File: config.mk
export PLATFORM = sky130hd
export DESIGN_NAME = if_fetch
export DESIGN_NICKNAME = d
export VERILOG_FILES = /design/src/rtl/if_fetch.sv
export SDC_FILE = /design/constraint.sdc
export NUM_CORES = 1
export LEC_CHECK = 0
export ABC_AREA = 1
export CORE_UTILIZATION = 49
export DETAILED_ROUTE_END_ITERATION = 6
export HOLD_SLACK_MARGIN = 0.15
export PLACE_DENSITY = 0.88
export RECOVER_POWER = 25
export SETUP_SLACK_MARGIN = 0.5
export SYNTH_ARGS = -nofsm -noshare
export SYNTH_HDL_FRONTEND = slang
export SYNTH_SLANG_ARGS = --single-unit
File: constraint.sdc
create_clock -name clk -period 1.9 [get_ports clk]
set_input_delay 0.57 -clock clk [delete_from_list [all_inputs] [get_ports clk]]
set_output_delay 0.57 -clock clk [all_outputs]
set_load 0.02 [all_outputs]
File: src/rtl/if_fetch.sv
// Instruction fetch stage: assembles each 32-bit instruction from four byte
// reads, presents it with a valid strobe and honours stall and redirect.
module if_fetch #(
  parameter logic [31:0] RESET_PC = 32'h0
) (
  input  logic        clk,
  input  logic        rst,
  input  logic        stall_i,
  input  logic        branch_flag_i,
  input  logic [31:0] branch_target_i,
  input  logic [7:0]  mem_din,
  output logic [31:0] mem_a,
  output logic        mem_rd_en,
  output logic [31:0] pc_o,
  output logic [31:0] inst_o,
  output logic        inst_valid_o
);

  localparam logic [2:0] S0   = 3'd0;
  localparam logic [2:0] S1   = 3'd1;
  localparam logic [2:0] S2   = 3'd2;
  localparam logic [2:0] S3   = 3'd3;
  localparam logic [2:0] S4   = 3'd4;
  localparam logic [2:0] DONE = 3'd5;

  logic [2:0]  state;
  logic [31:0] fetch_pc;
  logic [7:0]  b0, b1, b2;

  // S0..S3 encode the byte offset directly in state[1:0].
  always_comb begin
    mem_rd_en = 1'b0;
    mem_a     = fetch_pc;
    if (state <= S3) begin
      mem_rd_en = 1'b1;
      mem_a     = fetch_pc + {30'b0, state[1:0]};
    end
    if (!rst) mem_rd_en = 1'b0;
  end

  always_ff @(posedge clk or negedge rst) begin
    if (!rst) begin
      state        <= S0;
      fetch_pc     <= RESET_PC;
      b0           <= 8'h0;
      b1           <= 8'h0;
      b2           <= 8'h0;
      pc_o         <= 32'h0;
      inst_o       <= 32'h0;
      inst_valid_o <= 1'b0;
    end else if (branch_flag_i) begin
      // Redirect wins over everything, including a held instruction.
      fetch_pc     <= {branch_target_i[31:2], 2'b00};
      state        <= S0;
      inst_valid_o <= 1'b0;
    end else begin
      case (state)
        S0: state <= S1;
        S1: begin b0 <= mem_din; state <= S2; end
        S2: begin b1 <= mem_din; state <= S3; end
        S3: begin b2 <= mem_din; state <= S4; end
        S4: begin
          inst_o       <= {mem_din, b2, b1, b0};
          pc_o         <= fetch_pc;
          inst_valid_o <= 1'b1;
          state        <= DONE;
        end
        DONE: begin
          if (!stall_i) begin
            inst_valid_o <= 1'b0;
            fetch_pc     <= fetch_pc + 32'd4;
            state        <= S0;
          end
        end
        default: state <= S0;
      endcase
    end
  end

endmodule
==> summary.txt <==
Clock tree
  – Buffer levels on the longest clock path: 2
  – TritonCTS clock tree: done
  – Number of clock sinks seen by CTS: 120
  – Total number of H-tree levels: 4
  – CTS Root Cell: clkbuf_16
  – Clock input transition at the sequential cells of the worst setup and hold paths: 0.06 ns
  – CTS Buf Count: 17
  – Clock latency at the later pin of the worst-skew pair: 0.42 ns

STA
  – Unrepaired setup endpoints after global routing: true
  – Tightest slew margin relative to the limit: 0.559
  – Worst Skew: 0.0134 ns
  – Worst Tran Pin Value: 0.661 ns
  – Max Transition Viols Final: 0
  – Max Clock Freq: 0.524 GHz
  – Final worst setup slack: -0.00846 ns
  – Final period demand of the worst path: 1.91 ns
  – Final number of hold-violating endpoints: 0
  – Fraction of the cycle the final worst path needs: 1.00
  – Total setup violations reported at the end of the flow: 1
  – Worst hold margin: 0.315 ns

Worst setup path
  – Cell-by-cell trace of the critical path: buf_4 -> inv_2 -> nor2_4 -> buf_4 -> nand3b_4 -> nand2_4 -> buf_8 -> o21ai_0 -> o22ai_1
  – Largest fanout on the critical path: 11
  – Crit path launch type: flip-flop
  – Standard cell with the maximum stage delay on the critical path: dfrtp_2
  – CP Capture Type: flip-flop
  – Data arrival time of the critical path: 2.19 ns
  – Cell type group with the largest total delay on the critical path: buffers and inverters
  – Count of buffering cells on the critical path with inverters included: 4
  – WS Path Type: flip-flop to flip-flop
  – Highest cell delay on the worst timing path: 0.49 ns
  – Worst Path Required: 2.18 ns
  – Dominant cell type by count on the critical path: buf_4

Logic synthesis
  – Count of warnings emitted by yosys: 0
  – Portion of the post-synthesis area used by sequential elements: 0.530
  – Synthesized area divided by synthesized cell count: 8.20 um^2
  – Proportion of register bits with asynchronous set or reset after synthesis: 1.00
  – Number of distinct standard cells referenced by the synthesized netlist: 30
  – Mapped cell area: 5660 um^2
  – Synthesized flop and latch total: 120
  – Flip-flop cell with the highest count after synthesis: dfrtp_1
  – Post-Synthesis Cells: 691
  – Count of flip-flops with a built-in enable after synthesis: 0

Final layout
  – Final Core Density: 0.851
  – Number of antenna cells inserted: 0
  – Syn-to-layout area delta: 65.8%
  – Ratio of cells with drive above 1 in the final layout: 0.396
  – Post-layout net count: 978
  – Fillcell total: 530

Power
  – Internal power: 7350 uW
  – Switching power: 3830 uW
  – IR drop worst, VDD: 0.000894 V
  – Power per Cell Area: 1190 nW/um^2
  – Sw Ratio: 0.343
  – Relative contribution of combinational cells to total power: 0.365
  – Leakage component of the power: 0.00466 uW
  – Clock network fraction of total power: 0.293
  – Reg power frac: 0.342

Route
  – DRC violations left: 0
  – Final wirelength: 22800 um
  – Routed Antenna Nets: 0
  – Wire length per cell: 21.0 um
  – First drt pass iteration count: 7
  – Via count: 6362
  – Post-DR vias/cell: 5.86
  – Violation count after the first detailed-route iteration: 857

Global routing
  – Final global-route overflow total: 0
  – Number of antenna violations at the first check in global routing: 0
  – Global-route usage over all layers: 0.354
  – Via count of the first global-routing pass: 5898
  – Maximum number of pins on one net before global-route repair: 85
  – First-pass GRT wire length: 31200 um

Die
  – Site Rows: 38
  – Initial standard-cell utilization of the core: 0.513
  – Chip Width: 110 um
  – Overall die area: 12000 um^2
  – Height of the chip: 110 um
  – Std-Cell Core Area: 11000 um^2
  – Top-level port count: 142

Run status
  – Run status: complete, but fails checks
  – Violated checks: negative setup slack

Run
  – Max Cap Viol: 0

Place
  – Placement Setup Slack: -0.127 ns
  – Number of buffers added on ports: 137
  – Placer congestion estimate: 0.875
  – Estimated wirelength of the detail-placed design: 11300 um

Worst hold path
  – Type of the tightest min-delay check: primary input to asynchronous set/reset pin
## final timing paths
check                                               end  slack [ns]  cells after the start            startpoint
worst max-delay path            fetch_pc[8]$_DFFE_PN0P_      -0.008                      9  state[2]$_DFFE_PN0P_
worst min-delay path                  b2[0]$_DFFE_PN0P_        0.32                      2                   rst
worst max register to register  fetch_pc[8]$_DFFE_PN0P_      -0.008                      9  state[2]$_DFFE_PN0P_
worst min register to register   inst_o[23]$_DFFE_PN0P_        0.51                      1     b2[7]$_DFFE_PN0P_
max in group asynchronous         inst_o[0]$_DFFE_PN0P_        0.67                      3                   rst
min in group clk                 inst_o[23]$_DFFE_PN0P_        0.51                      1     b2[7]$_DFFE_PN0P_
## layer usage
metal | track usage | wire length [um] | up-vias
met5 | 0 | 0 | -
li1 | - | - | 2671
met3 | 0.0699 | 2040 | 144
met1 | 0.419 | 7980 | 3045
met2 | 0.620 | 11300 | 502
met4 | 0.161 | 1510 | 0
## state kept, by name (all words and copies together) (netlist names)
name and count:
state 3, inst_valid_o 1, b0 8, b2 8, fetch_pc 30, inst_o 32, pc_o 30, b1 8
## power by group through the flow
stage	logic, uW	clock network [uW]	registers [uW]
6_report	4080	3280	3830
5_1_grt	4300	3400	3870
4_1_cts	3540	3240	3750
3_5_place_dp	2930	0	3730
3_3_place_gp	2840	0	3680
2_1_floorplan	949	0	4160
## cells in the final DEF (no fill, tap or decap), types with 4 or more instances in the layout
cell type,instances
a21oi_1,4
buf_12,8
buf_16,4
buf_4,109
buf_6,106
buf_8,4
clkbuf_1,4
clkbuf_16,20
clkdlybuf4s50_1,39
clkinv_2,6
dfrtp_1,108
dfrtp_2,12
inv_1,46
mux2_2,28
nand2_1,186
nand2_2,5
nand2_4,5
nand3_1,35
nand3_2,4
nand4_1,4
nor2_1,58
nor2_2,13
nor2_4,19
o211ai_1,5
o21ai_0,50
o21ai_1,20
## stage by stage
stage,cell area [um^2],std cells,TNS [ns],power (uW)
finish,9390,1086,-0.00846,11200
global route,9390,1086,-0.0184,11600
CTS,8830,1042,0,10500
detailed placement,7270,938,-9.14,6660
global placement,7270,938,-7.34,6520
floorplan,5700,692,0,5110
## kinds of logic (layout without fill, tap and decap cells)
family,after synthesis,after routing,share of synthesized area
xor gates and xnor gates,2,2,0.00309
muxes,28,28,0.0557
AOI/OAI and AO/OA,93,93,0.0868
buffers and inverters,110,363,0.0775
adders and majority gates,1,1,0.00221
DFF,120,120,0.530
other,1,2,0.000662
and+or+nand+nor,336,337,0.244
## Yosys cell counts, types with 2 or more instances
cell        n  area [um^2]
a21oi_1     8         40.0
buf_2      15         75.1
buf_4       2         15.0
clkbuf_1   40          150
dfrtp_1   120         3000
inv_1      50          188
inv_2       3         11.3
mux2_2     28          315
nand2_1   195          732
nand2_2     2         12.5
nand3_1    39          195
nand4_1     4         25.0
nor2_1     84          315
nor2_2      2         12.5
nor2_4      4         45.0
o211ai_1    5         37.5
o21ai_0    73          365
o22ai_1     4         25.0
xor2_1      2         17.5
## timing repair
item	in CTS	in global routing
resized for setup	646	69
endpoints found under the setup margin	240	252
cloned	7	3
hold buffers	0	0
pin swaps	13	25
buffers inserted	65	41
## area by class of cell
cell class,instances,area [um^2],share of cell area
Sequential cell,120,3020,0.321
Timing Repair Buffer,278,2860,0.304
Multi-Input combinational cell,463,2540,0.270
Clock buffer,19,433,0.0461
Inverter,53,214,0.0228
Tap cell,140,175,0.0187
Clock inverter,13,154,0.0164
(Power assumes the default switching activity.)
